`config.mk`:
```
export PLATFORM = sky130hd
export DESIGN_NAME = bin_loader
export DESIGN_NICKNAME = d
export VERILOG_FILES = /design/src/rtl/bin_loader.sv
export SDC_FILE = /design/constraint.sdc
export NUM_CORES = 1
export LEC_CHECK = 0
export ABC_AREA = 1
export CORE_MARGIN = 10
export CORE_UTILIZATION = 35
export DETAILED_ROUTE_END_ITERATION = 10
export GPL_ROUTABILITY_DRIVEN = 0
export PLACE_DENSITY_LB_ADDON = 0.05
export SLEW_MARGIN = 20
export SYNTH_ARGS = -nofsm -noshare
export SYNTH_HDL_FRONTEND = slang
export SYNTH_SLANG_ARGS = --single-unit
export TNS_END_PERCENT = 30
```
`constraint.sdc`:
```
create_clock -name clk -period 3.8 [get_ports clk]
set_input_delay 1.14 -clock clk [delete_from_list [all_inputs] [get_ports clk]]
set_output_delay 1.14 -clock clk [all_outputs]
set_load 0.01 [all_outputs]
```
`src/rtl/bin_loader.sv`:
```
// PDP-8 boot sequencer: holds the core in reset while a BIN-format tape arrives over RX,
// writes the decoded words to program memory, and releases the core after a good checksum.
//
//   state       | meaning
//   ------------+------------------------------------------------------------
//   WAIT_LEADER | waiting for the first 0x80 leader byte
//   LEADER      | inside leader; 0x80 repeats, a frame byte starts the first pair
//   HI          | expecting the first frame of a pair, or 0x80 trailer
//   LO          | expecting the second frame (00xxxxxx) of a pair
//   DONE        | checksum good; counting down HOLD before releasing the core
//   ERR         | format or checksum error; waits for reset
module bin_loader #(
    parameter logic       BYPASS = 1'b0,
    parameter logic [3:0] HOLD   = 4'd4
) (
    input  logic        clk,
    input  logic        reset,
    input  logic        rx_valid,
    input  logic [7:0]  rx_data,
    output logic        mem_we,
    output logic [11:0] mem_adr,
    output logic [11:0] mem_din,
    output logic        cpu_reset,
    output logic        done,
    output logic        error
);

    localparam logic [2:0] ST_WAIT_LEADER = 3'd0;
    localparam logic [2:0] ST_LEADER      = 3'd1;
    localparam logic [2:0] ST_HI          = 3'd2;
    localparam logic [2:0] ST_LO          = 3'd3;
    localparam logic [2:0] ST_DONE        = 3'd4;
    localparam logic [2:0] ST_ERR         = 3'd5;

    logic [2:0]  state;
    logic [7:0]  b1;
    logic [11:0] load_adr;
    logic [11:0] sum;
    logic        pend_valid;
    logic [11:0] pend_word;
    logic [11:0] pend_adr;
    logic [11:0] pend_frames;
    logic [3:0]  hold_cnt;

    logic        is_leader;
    logic        is_frame;
    logic        is_second;
    logic [11:0] pair_word;
    logic [11:0] pair_frames;
    logic [11:0] commit_frames;

    always_comb begin
        is_leader     = (rx_data == 8'h80);
        is_frame      = ~rx_data[7];
        is_second     = (rx_data[7:6] == 2'b00);
        pair_word     = {b1[5:0], rx_data[5:0]};
        pair_frames   = {4'd0, b1} + {4'd0, rx_data};
        commit_frames = pend_valid ? pend_frames : 12'd0;
    end

    always_ff @(posedge clk) begin
        if (reset) begin
            state       <= ST_WAIT_LEADER;
            b1          <= 8'd0;
            load_adr    <= 12'd0;
            sum         <= 12'd0;
            pend_valid  <= 1'b0;
            pend_word   <= 12'd0;
            pend_adr    <= 12'd0;
            pend_frames <= 12'd0;
            hold_cnt    <= HOLD;
            mem_we      <= 1'b0;
            mem_adr     <= 12'd0;
            mem_din     <= 12'd0;
            cpu_reset   <= 1'b1;
            done        <= 1'b0;
            error       <= 1'b0;
        end else begin
            mem_we <= 1'b0;
            if (BYPASS || state == ST_DONE) begin
                // Terminal count of 1 releases the core so the release lands HOLD cycles after entry.
                state <= ST_DONE;
                done  <= 1'b1;
                if (hold_cnt == 4'd1) begin
                    cpu_reset <= 1'b0;
                    hold_cnt  <= 4'd0;
                end else if (hold_cnt != 4'd0) begin
                    hold_cnt <= hold_cnt - 4'd1;
                end
            end else if (rx_valid) begin
                case (state)
                    ST_WAIT_LEADER: begin
                        if (is_leader) state <= ST_LEADER;
                    end
                    ST_LEADER, ST_HI: begin
                        if (is_frame) begin
                            b1    <= rx_data;
                            state <= ST_LO;
                        end else if (is_leader && state == ST_HI) begin
                            // The last pending word is the checksum itself and is never written.
                            if (pend_valid && pend_word == sum) begin
                                state    <= ST_DONE;
                                done     <= 1'b1;
                                hold_cnt <= HOLD;
                            end else begin
                                state <= ST_ERR;
                                error <= 1'b1;
                            end
                        end
                    end
                    ST_LO: begin
                        if (!is_second) begin
                            state <= ST_ERR;
                            error <= 1'b1;
                        end else begin
                            if (pend_valid) begin
                                mem_we  <= 1'b1;
                                mem_adr <= pend_adr;
                                mem_din <= pend_word;
                            end
                            if (b1[6]) begin
                                load_adr   <= pair_word;
                                sum        <= sum + commit_frames + pair_frames;
                                pend_valid <= 1'b0;
                            end else begin
                                sum         <= sum + commit_frames;
                                pend_valid  <= 1'b1;
                                pend_word   <= pair_word;
                                pend_adr    <= load_adr;
                                pend_frames <= pair_frames;
                                load_adr    <= load_adr + 12'd1;
                            end
                            state <= ST_HI;
                        end
                    end
                    default: ;
                endcase
            end
        end
    end

endmodule

```
==> results.toml <==
[synth]
yosysTopAreaCell = "dfxtp_1"
seq_area_frac_synth = 0.365
syn_nets = 821
synth_warnings = 0
netlist.area_leader.share = 0.365
syn_inst = 779
ys_types = 42
synth_ff_type = "dfxtp_1"
synthTopCellsByCount = "nand2_1, nor2_1, dfxtp_1, inv_1, o21ai_0"
synthMostInstantiatedCell = "nand2_1"
synth_edf_count = 0
async_flop_share = 0
yosys-top-cells-area = "dfxtp_1, nand2_1, nor2_1, o21ai_0, inv_1"
synth.cell_area_mm2 = 0.00548
avgSynthCellArea_um2 = 7.04
synth-seq-cells = 100

[worst_setup_path]
critPathRequiredTime_ns = 4.06
crit_chain = "clkdlybuf4s15_1 -> ha_2 -> fa_2 -> a21oi_2 -> o21bai_1 -> a21oi_1 -> o21bai_1 -> xor2_1 -> inv_1 -> ha_4 -> nand2_2 -> nor2_1 -> a211oi_1 -> nand2_1 -> nand2_1 -> nand2_1 -> nand3_2 -> xor2_1 -> o21ai_1 -> inv_1"
reg2reg_depth = 19
cp-end-kind = "flop"
cp_slowest_cell = "fa_2"
cpPeakStageDelay_ns = 0.38
crit_type = "input port to flop"
critPathMostFrequentCell = "nand2_1"
cp.arrival_ns = 3.90
path_delay_family = "adder cells"
path_buf_inv = 3
start_kind = "input port"
path_depth = 20
crit_fanout = 3

[floorplan]
start_util = 0.359
coreArea_mm2 = 0.0153
rows = 45
die_y_um = 145
die_area_mm2 = 0.0211
io-pin-count = 39
die_w_um = 145

[clock_network]
clk_path_buf_depth = 2
cts_buffers = 9
h-tree-depth = 3
root_buffer = "clkbuf_16"
clock_sinks = 100
clk_latency_ns = 0.36
path_clk_slew_ns = 0.07
cts-hold-fix-buffers = 0
cts_tree = "yes"

[global_routing]
grt_pass1_wl_mm = 26.7
antenna_found_initial = 0
grt_pass1_vias = 5160
grt_overflow = 0
grt.total_usage = 0.153
grt_max_degree = 58

[detailed_routing]
wl_per_cell_um = 15.2
viasPerCell = 4.88
wl_mm = 16.3
vias = 5225
first_pass_iters = 4
antenna_left = 0
drc = 0
first_iter_violations = 273

[outcome]
status = "completed"

[sta]
post-route-min-period_ns = 3.64
setup_violations = 0
fin_crit_sh = 0.957
hold_viol = 0
tightest_slew_ns = 0.579
fmax_ghz = 0.275
relSlewSlack = 0.613
fin_skew_ns = 0.00814
slew_violations = 0

[power_and_ir_drop]
pwr-share-clk = 0.437
seqPwrFrac = 0.459
pwr-share-comb = 0.104
power.switching_w = 0.000621
p_int_w = 0.00170
power_density_mw_per_mm2 = 341
p_leak_nw = 3.17
ir_worst_vdd_v = 0.000217
p_sw_frac = 0.267

[layout]
syn2layout_area_growth_pct = 24.4
n_antenna_cell = 0
drive_gt1_frac = 0.121
fill_cells = 1581
final_area_mm2 = 0.00682
fin_util = 0.447
fin_nets = 896

[worst_hold_path]
whs_path_depth = 2
hold_class = "flop to flop"

[run]
maxCapViolations = 0

[placed_design]
hpwlAfterDp_mm = 12.0
io_buffers = 38
placed_area_mm2 = 0.00636
[through the flow]
stage	setup slack [ns]	std cells	total power, W	setup TNS (ns)	hold slack (ns)
2_1_floorplan	0.151	779	0.00121	0	0.418
3_3_place_gp	-0.487	1049	0.00131	-2.61	0.434
3_5_place_dp	-0.578	1049	0.00131	-3.11	0.432
4_1_cts	0.0296	1068	0.00235	0	0.445
5_1_grt	-0.00592	1070	0.00242	-0.00592	0.479
6_report	0.162	1070	0.00232	0	0.439
[metal layers]
| layer | global-route usage | share of wire | up-vias |
|---|---|---|---|
| li1 | - | - | 2709 |
| met1 | 0.187 | 0.46 | 2416 |
| met2 | 0.264 | 0.49 | 80 |
| met3 | 0.0332 | 0.033 | 20 |
| met4 | 0.0430 | 0.017 | 0 |
| met5 | 0 | 0 | - |
[kinds of logic (layout without fill, tap and decap cells)]
| kind of cell | Yosys count | count (layout) | synth area share |
|---|---|---|---|
| AOI/OAI and AO/OA | 190 | 190 | 0.188 |
| buffers and inverters | 129 | 209 | 0.0945 |
| adders and majority gates | 31 | 31 | 0.0749 |
| xor gates and xnor gates | 23 | 23 | 0.0368 |
| and+or+nand+nor | 306 | 306 | 0.241 |
| DFF | 100 | 100 | 0.365 |
[registers in the layout, indices dropped and copies added, names as in the netlist]
name,cells
b1,7
cpu_reset,1
done,1
error,1
hold_cnt,4
load_adr,12
mem_adr,12
mem_din,12
mem_we,1
pend_adr,12
pend_frames,9
pend_valid,1
pend_word,12
state,3
sum,12
[power by group through the flow]
stage	sequential, W	clock (W)	combinational [W]
final	0.00107	0.00102	0.000241
after global routing	0.00107	0.00108	0.000269
after CTS	0.00107	0.00106	0.000233
after detailed placement	0.00109	0	0.000222
after global placement	0.00109	0	0.000219
after floorplan	0.00109	0	0.000123
[cell type report]
class / count / area (um2) / share of cell area
clock buffer: 9 / 225 / 0.0330
inverter: 102 / 383 / 0.0562
sequential: 100 / 2000 / 0.294
multi-input combinational: 550 / 3040 / 0.446
tap: 211 / 264 / 0.0387
clock inverter: 7 / 103 / 0.0151
timing repair buffer: 91 / 797 / 0.117
[path summary, 6_finish.rpt]
kind                        from        endpoint  slack [ns]
setup / recovery      rx_data[0]         sum[10]        0.16
hold / removal    pend_frames[8]  pend_frames[8]        0.44
setup reg to reg      pend_valid         sum[10]        0.36
hold reg to reg   pend_frames[8]  pend_frames[8]        0.44
[cell usage in the layout (no fill, tap or decap), types with 3 or more instances in the layout]
cell type and n:
o22ai_1 4, inv_1 94, a31oi_1 7, ha_4 4, o21ai_1 5, o21ai_0 80, inv_2 7, buf_4 52
dlymetal6s2s_1 3, nand2_2 4, xor2_1 15, nand4_1 9, nor2_1 114, clkdlybuf4s50_1 33, nor4_1 3, xnor2_1 8
clkbuf_16 9, nand2_1 124, dfxtp_1 100, nor2_2 4, o211ai_1 6, nor3_1 9, o21bai_1 4, a21oi_1 67
nand3_1 29, ha_1 23, a211oi_1 5
[repair_timing]
item / CTS / global route
gates resized for setup: 7 / 12
setup buffers: 3 / 2
pin swaps: 6 / 16
endpoints found under the hold margin: 0 / 0
gates cloned: 0 / 0
setup endpoints to repair: 5 / 4
[worst reg2reg max path, stage by stage (launching register included)]
cell and delay (ns):
dfxtp_1 0.69, nand2_1 0.10, inv_1 0.08, ha_1 0.27
a21oi_1 0.32, nand3_2 0.15, a31o_2 0.23, xor2_1 0.21
inv_1 0.07, ha_1 0.35, nand2_2 0.08, nor2_1 0.04
a211oi_1 0.18, nand2_1 0.11, nand2_1 0.09, nand2_1 0.07
nand3_2 0.07, xor2_1 0.06, o21ai_1 0.12, inv_1 0.04
Power figures use the tool's default switching activity.
